--- src/rtl/sdram_port_arbiter_if.sv ---
// Avalon-MM bundle between the requesters and the SDRAM controller s1 port.
// The slave modport is the arbiter's view; master is the requester/controller side.
interface sdram_port_arbiter_if #(
    parameter int NUM_REQ = 4,
    parameter int ADDR_W  = 25,
    parameter int DATA_W  = 16
);
    logic [NUM_REQ-1:0]          req_read;
    logic [NUM_REQ-1:0]          req_write;
    logic [NUM_REQ*ADDR_W-1:0]   req_address;
    logic [NUM_REQ*DATA_W-1:0]   req_writedata;
    logic [NUM_REQ*DATA_W/8-1:0] req_byteenable;
    logic [NUM_REQ-1:0]          req_waitrequest;
    logic [DATA_W-1:0]           req_readdata;
    logic [NUM_REQ-1:0]          req_readdatavalid;
    logic                        avm_read;
    logic                        avm_write;
    logic [ADDR_W-1:0]           avm_address;
    logic [DATA_W-1:0]           avm_writedata;
    logic [DATA_W/8-1:0]         avm_byteenable;
    logic                        avm_waitrequest;
    logic [DATA_W-1:0]           avm_readdata;
    logic                        avm_readdatavalid;

    modport slave (
        input  req_read, req_write, req_address,
        input  req_writedata, req_byteenable,
        output req_waitrequest, req_readdata, req_readdatavalid,
        output avm_read, avm_write, avm_address,
        output avm_writedata, avm_byteenable,
        input  avm_waitrequest, avm_readdata, avm_readdatavalid
    );

    modport master (
        output req_read, req_write, req_address,
        output req_writedata, req_byteenable,
        input  req_waitrequest, req_readdata, req_readdatavalid,
        input  avm_read, avm_write, avm_address,
        input  avm_writedata, avm_byteenable,
        output avm_waitrequest, avm_readdata, avm_readdatavalid
    );
endinterface

--- src/rtl/sdram_port_arbiter.sv ---
// Round-robin arbiter sharing one SDRAM controller port, one transaction in flight.
// Optional read watchdog: define SDRAM_ARB_TIMEOUT_EN.
module sdram_port_arbiter #(
    parameter int NUM_REQ     = 4,
    parameter int ADDR_W      = 25,
    parameter int DATA_W      = 16,
    parameter int TIMEOUT_CYC = 1024
) (
    input  logic                 clk_clk,
    input  logic                 reset_reset,
    sdram_port_arbiter_if.slave  bus,
    output logic [NUM_REQ-1:0]   grant,
    output logic                 timeout_err
);
    localparam int IW   = (NUM_REQ > 1) ? $clog2(NUM_REQ) : 1;
    localparam int BE_W = DATA_W / 8;

    if (NUM_REQ < 2 || TIMEOUT_CYC < 1) begin : g_bad_cfg
        $error("sdram_port_arbiter: NUM_REQ must be >= 2, TIMEOUT_CYC >= 1");
    end

    typedef enum logic [1:0] {IDLE, ISSUE, WAIT_RD} state_t;

    state_t        state, state_nx;
    logic [IW-1:0] gidx, gidx_nx;
    logic [IW-1:0] last, last_nx;
    logic [IW-1:0] pick, idx;
    logic          found;
    logic          sel_rd, sel_wr;
    logic          to_hit;
    logic [NUM_REQ-1:0] pending;

    assign pending = bus.req_read | bus.req_write;
    assign sel_rd  = bus.req_read[gidx];
    assign sel_wr  = bus.req_write[gidx];

    assign bus.avm_address    = bus.req_address[gidx*ADDR_W +: ADDR_W];
    assign bus.avm_writedata  = bus.req_writedata[gidx*DATA_W +: DATA_W];
    assign bus.avm_byteenable = bus.req_byteenable[gidx*BE_W +: BE_W];

    assign grant = (state == IDLE) ? '0 : (NUM_REQ'(1) << gidx);

    // First pending requester after the last one served, wrapping around.
    always_comb begin
        pick  = '0;
        idx   = '0;
        found = 1'b0;
        for (int k = 1; k <= NUM_REQ; k++) begin
            idx = IW'((int'(last) + k) % NUM_REQ);
            if (!found && pending[idx]) begin
                pick  = idx;
                found = 1'b1;
            end
        end
    end

    always_comb begin
        state_nx              = state;
        gidx_nx               = gidx;
        last_nx               = last;
        bus.avm_read          = 1'b0;
        bus.avm_write         = 1'b0;
        bus.req_waitrequest   = '1;
        bus.req_readdatavalid = '0;
        bus.req_readdata      = bus.avm_readdata;
        unique case (state)
            IDLE: begin
                if (found) begin
                    gidx_nx  = pick;
                    state_nx = ISSUE;
                end
            end
            ISSUE: begin
                bus.avm_write             = sel_wr;
                bus.avm_read              = sel_rd & ~sel_wr;
                bus.req_waitrequest[gidx] = bus.avm_waitrequest;
                if (!(sel_rd | sel_wr)) begin
                    state_nx = IDLE;
                end else if (!bus.avm_waitrequest) begin
                    last_nx  = gidx;
                    state_nx = sel_wr ? IDLE : WAIT_RD;
                end
            end
            WAIT_RD: begin
                if (bus.avm_readdatavalid) begin
                    bus.req_readdatavalid[gidx] = 1'b1;
                    state_nx = IDLE;
                end else if (to_hit) begin
                    bus.req_readdatavalid[gidx] = 1'b1;
                    bus.req_readdata            = '1;
                    state_nx = IDLE;
                end
            end
            default: state_nx = IDLE;
        endcase
    end

    always_ff @(posedge clk_clk) begin
        if (reset_reset) begin
            state <= IDLE;
            gidx  <= '0;
            last  <= IW'(NUM_REQ - 1);
        end else begin
            state <= state_nx;
            gidx  <= gidx_nx;
            last  <= last_nx;
        end
    end

`ifdef SDRAM_ARB_TIMEOUT_EN
    localparam int CW = $clog2(TIMEOUT_CYC + 1);

    logic [CW-1:0] to_cnt;
    logic          to_err_q;

    // Counter sits at zero outside WAIT_RD, so every read starts fresh.
    assign to_hit      = (state == WAIT_RD) && (to_cnt == CW'(TIMEOUT_CYC - 1));
    assign timeout_err = to_err_q;

    always_ff @(posedge clk_clk) begin
        if (reset_reset) begin
            to_cnt   <= '0;
            to_err_q <= 1'b0;
        end else begin
            to_cnt <= (state == WAIT_RD) ? to_cnt + 1'b1 : '0;
            if (to_hit && !bus.avm_readdatavalid) begin
                to_err_q <= 1'b1;
            end
        end
    end
`else
    assign to_hit      = 1'b0;
    assign timeout_err = 1'b0;
`endif
endmodule

--- src/flat_wrapper.sv ---
// flat-port wrapper written by rule: the top's interface ports become plain ports
module sdram_port_arbiter_flat 
#(
    parameter int NUM_REQ     = 4,
    parameter int ADDR_W      = 25,
    parameter int DATA_W      = 16,
    parameter int TIMEOUT_CYC = 1024
)
  (clk_clk, reset_reset, grant, timeout_err, bus_req_read, bus_req_write, bus_req_address, bus_req_writedata, bus_req_byteenable, bus_req_waitrequest, bus_req_readdata, bus_req_readdatavalid, bus_avm_read, bus_avm_write, bus_avm_address, bus_avm_writedata, bus_avm_byteenable, bus_avm_waitrequest, bus_avm_readdata, bus_avm_readdatavalid);
  sdram_port_arbiter_if #(.NUM_REQ(NUM_REQ), .ADDR_W(ADDR_W), .DATA_W(DATA_W)) bus_i ();
  input  logic clk_clk;
  input  logic reset_reset;
  output logic [NUM_REQ-1:0] grant;
  output logic timeout_err;
  input wire logic [$bits(bus_i.req_read)-1:0] bus_req_read;
  input wire logic [$bits(bus_i.req_write)-1:0] bus_req_write;
  input wire logic [$bits(bus_i.req_address)-1:0] bus_req_address;
  input wire logic [$bits(bus_i.req_writedata)-1:0] bus_req_writedata;
  input wire logic [$bits(bus_i.req_byteenable)-1:0] bus_req_byteenable;
  output wire logic [$bits(bus_i.req_waitrequest)-1:0] bus_req_waitrequest;
  output wire logic [$bits(bus_i.req_readdata)-1:0] bus_req_readdata;
  output wire logic [$bits(bus_i.req_readdatavalid)-1:0] bus_req_readdatavalid;
  output wire logic [$bits(bus_i.avm_read)-1:0] bus_avm_read;
  output wire logic [$bits(bus_i.avm_write)-1:0] bus_avm_write;
  output wire logic [$bits(bus_i.avm_address)-1:0] bus_avm_address;
  output wire logic [$bits(bus_i.avm_writedata)-1:0] bus_avm_writedata;
  output wire logic [$bits(bus_i.avm_byteenable)-1:0] bus_avm_byteenable;
  input wire logic [$bits(bus_i.avm_waitrequest)-1:0] bus_avm_waitrequest;
  input wire logic [$bits(bus_i.avm_readdata)-1:0] bus_avm_readdata;
  input wire logic [$bits(bus_i.avm_readdatavalid)-1:0] bus_avm_readdatavalid;
  assign bus_i.req_read = bus_req_read;
  assign bus_i.req_write = bus_req_write;
  assign bus_i.req_address = bus_req_address;
  assign bus_i.req_writedata = bus_req_writedata;
  assign bus_i.req_byteenable = bus_req_byteenable;
  assign bus_req_waitrequest = bus_i.req_waitrequest;
  assign bus_req_readdata = bus_i.req_readdata;
  assign bus_req_readdatavalid = bus_i.req_readdatavalid;
  assign bus_avm_read = bus_i.avm_read;
  assign bus_avm_write = bus_i.avm_write;
  assign bus_avm_address = bus_i.avm_address;
  assign bus_avm_writedata = bus_i.avm_writedata;
  assign bus_avm_byteenable = bus_i.avm_byteenable;
  assign bus_i.avm_waitrequest = bus_avm_waitrequest;
  assign bus_i.avm_readdata = bus_avm_readdata;
  assign bus_i.avm_readdatavalid = bus_avm_readdatavalid;
  sdram_port_arbiter #(.NUM_REQ(NUM_REQ), .ADDR_W(ADDR_W), .DATA_W(DATA_W), .TIMEOUT_CYC(TIMEOUT_CYC)) u_core (.clk_clk(clk_clk), .reset_reset(reset_reset), .bus(bus_i), .grant(grant), .timeout_err(timeout_err));
endmodule
--- config.mk ---
export PLATFORM = sky130hd
export DESIGN_NAME = sdram_port_arbiter_flat
export DESIGN_NICKNAME = d
export VERILOG_FILES = /design/src/rtl/sdram_port_arbiter_if.sv /design/src/rtl/sdram_port_arbiter.sv /design/src/flat_wrapper.sv
export SDC_FILE = /design/constraint.sdc
export NUM_CORES = 1
export LEC_CHECK = 0
export BUFFER_PORTS_ARGS = -buffer_cell sky130_fd_sc_hd__buf_2
export CORE_AREA = 2 2 105 107
export CTS_CLUSTER_DIAMETER = 120
export CTS_CLUSTER_SIZE = 12
export DETAILED_ROUTE_END_ITERATION = 7
export DIE_AREA = 0 0 107 109
export GPL_TIMING_DRIVEN = 0
export SYNTH_ARGS = -nofsm -noshare
export SYNTH_HDL_FRONTEND = slang
export SYNTH_SLANG_ARGS = --single-unit
--- constraint.sdc ---
create_clock -name clk_clk -period 1.8 [get_ports clk_clk]
set_input_delay 0.36 -clock clk_clk [delete_from_list [all_inputs] [get_ports clk_clk]]
set_output_delay 0.36 -clock clk_clk [all_outputs]
set_load 0.02 [all_outputs]
==> flow_metrics.tcl <==
set metrics [dict create \
    status "finished with violations" \
    failed_checks "setup timing" \
    crit_path_end_kind "output port" \
    start_util_pct 15.59 \
    port_buffers 256 \
    yosysSeqAreaShare_pct 7.267 \
    finalPower_mw 2.031 \
    dp.cells 531 \
    crit_arrival_ns 1.68 \
    rsz0062_at_grt "yes" \
    synth-simple-area-share_pct 11.96 \
    finClkSkew_ns 0.004135 \
    p_leak_nw 1.894 \
    synth_compound_gate_area_share_pct 6.813 \
    cts.clk_slew.worst_paths_ns 0.04 \
    clkSinkCount 6 \
    start_kind "flip-flop" \
    track_usage_pct 14.17 \
    fin_area_um2 4014 \
    clock.fmax_mhz 489.7 \
    cp_max_fo 3 \
    hold_path.class "in2reg" \
    ant_nets 0 \
    synth.avg_cell_area_um2 12.24 \
    grt_pass1_wl_mm 12.85 \
    routedWlPerCell_um 16.60 \
    worst_pin_slew_ns 0.5905 \
    finalCriticalPeriod_ns 2.042 \
    power_density_nw_per_um2 506.1 \
    final_cells 560 \
    netlist_area_um2 1653 \
    worstPathBufferInverterCount 2 \
    die-area_um2 11660 \
    worstSetupPathDepth 5 \
    timing.final.crit_share_pct 113.4 \
    drv_cap 0 \
    gp_congestion 0.8094 \
    hold_slack_ns 0.3929 \
    drtPass1Iterations 4 \
    critPathMaxStageDelay_ns 0.53 \
    synth_xor_area_share_pct 0 \
    grtUsageMet2_pct 25.16 \
    clock_latency_ns 0.22 \
    synth_top_family_by_area "multiplexers" \
    diodes 0 \
    slew_violations 0 \
    post-place-ws_ns -0.2874 \
    boundaryPins 274 \
    synth_seq_cells 6 \
    dpl.hpwl_mm 7.619 \
    die_w_um 107 \
    vias 2492 \
    grt_max_degree 11 \
    grt.busiest_layer "met2" \
    reg2regPathDepth 7 \
    finalSetupViolations 52 \
    holdPathStages 2 \
    cts-buffers-inserted 3 \
    critPathSlowestCell "mux4_2" \
    area_growth_pct 142.8 \
    viasPerCell 4.450 \
    synth_mux_area_share_pct 61.54 \
    cp.required_ns 1.44 \
    syn_inst 135 \
    grt_pass1_vias 2565 \
    cts_tree "yes" \
    placed_cell_area_um2 3120 \
    cts_max_level 1 \
    path_cells "buf_6, mux4_2, nand2b_4, nor3b_4, buf_6" \
    hold_violations 0 \
    met3_usage_pct 4.662 \
    crit_family "multiplexers" \
    rows 38 \
    hold_buffers 0 \
    setup_ws_ns -0.2421 \
    first_iter_violations 85 \
    synth_edf_count 0 \
    clockRootBuffer "clkbuf_8" \
    ys_types 34 \
    yosysWarnings 0 \
    synth_fa_ha_area_share_pct 0 \
    antenna_found_initial 1 \
    maxSlewHeadroom_pct 60.49 \
    gr-usage-met1_pct 16.92 \
    coreArea_um2 10600 \
    layout-drive-gt1-share_pct 89.52 \
    path_common_cell "buf_6" \
    critPathKind "reg2out" \
    cts_buffer_depth 2 \
    ir_worst_vdd_v 0.0002340 \
    synthArstFlopShare_pct 0 \
    gr-total-overflow 0 \
    mappedNetlistNets 335 \
    die_y_um 109 \
    nets 622 \
    drc 0 \
    wirelength_mm 9.294 \
    synth_flop_cell "dfxtp_1" \
]
through the flow:
step / utilization [%] / TNS (ns)
2_1_floorplan: - / 0
3_3_place_gp: 29.43 / -9.979
3_5_place_dp: 29.43 / -10.69
4_1_cts: 36.39 / -9.478
5_1_grt: 37.86 / -8.460
6_report: 37.86 / -6.040
final timing paths:
| path | from | endpoint | slack [ns] |
|---|---|---|---|
| worst max-delay path | u_core.gidx[1] | bus_avm_read | -0.24 |
| worst max register to register | u_core.gidx[1] | u_core.last[0] | 0.11 |
| worst min-delay path | reset_reset | u_core.gidx[1] | 0.39 |
| worst min register to register | u_core.state[0] | u_core.state[0] | 0.51 |
layout make-up:
| type | instances | area, um^2 |
|---|---|---|
| multi-input combinational | 96 | 1409 |
| inverter | 4 | 15.01 |
| tap | 140 | 175.2 |
| fill | 1085 | 6589 |
| clock buffer | 3 | 41.29 |
| sequential | 6 | 126.4 |
| timing repair buffer | 284 | 1968 |
| buffer | 27 | 279.0 |
cells in the final DEF (no fill, tap or decap), types with 2 or more instances in the layout:
cell and n:
mux4_2 44, buf_8 2, buf_4 30, dfxtp_1 3, o211ai_1 2, a211oi_1 2
buf_12 11, nand3_1 2, nor2_4 2, or4_1 2, dfxtp_2 2, nor3b_4 2
nand2b_4 3, buf_16 2, a21oi_1 4, o21ai_0 2, buf_2 206, nor3_2 2
nor3_1 3, nor2_1 6, clkbuf_8 3, nor3b_2 2, inv_1 3, nand2_1 3
nor4_1 2, buf_6 58
metal layers:
| metal | vias up | part of all wire (%) |
|---|---|---|
| li1 | 1136 | - |
| met1 | 1208 | 38 |
| met5 | - | 0.11 |
| met4 | 2 | 0.80 |
| met2 | 136 | 52 |
| met3 | 10 | 9.4 |
what timing repair did:
item | 4_1_cts | 5_1_grt
buffers inserted | 21 | 5
setup endpoints to repair | 57 | 49
gates cloned | 5 | 1
hold endpoints to repair | 0 | 0
resized for setup | 105 | 71
pin swaps | 2 | 2
synth_stat cells (2+ instances only):
cell type | number | area, um^2
buf_4 | 17 | 127.6
nor2_1 | 8 | 30.03
or3_1 | 2 | 12.51
clkbuf_1 | 5 | 18.77
o211ai_1 | 2 | 15.01
or4_1 | 2 | 15.01
nand3_1 | 2 | 10.01
inv_1 | 4 | 15.01
nand2b_1 | 2 | 12.51
nor4_1 | 2 | 12.51
dfxtp_1 | 6 | 120.1
a21oi_1 | 4 | 20.02
a211oi_1 | 2 | 15.01
nor3b_1 | 4 | 30.03
mux4_2 | 44 | 991.0
buf_2 | 5 | 25.02
nand2_1 | 3 | 11.26
nor3_1 | 4 | 20.02
o21ai_0 | 2 | 10.01
sequential cells by signal, indices dropped and copies added, names as in the netlist:
register and flops:
u_core.last 2, u_core.gidx 2, u_core.state 2
logic make-up (layout without fill, tap and decap cells):
family	count (synthesis)	in the layout
mux	45	45
simple gates	34	34
buf+inv	33	318
compound gates	16	16
flops	6	6
other cells	1	1
power by group:
part           internal (mW)  total (mW)  switching (mW)
registers              0.148       0.166          0.0186
clock network          0.144       0.200          0.0567
logic                  0.980        1.66           0.685
No activity file was read; power rests on OpenSTA's default activity.
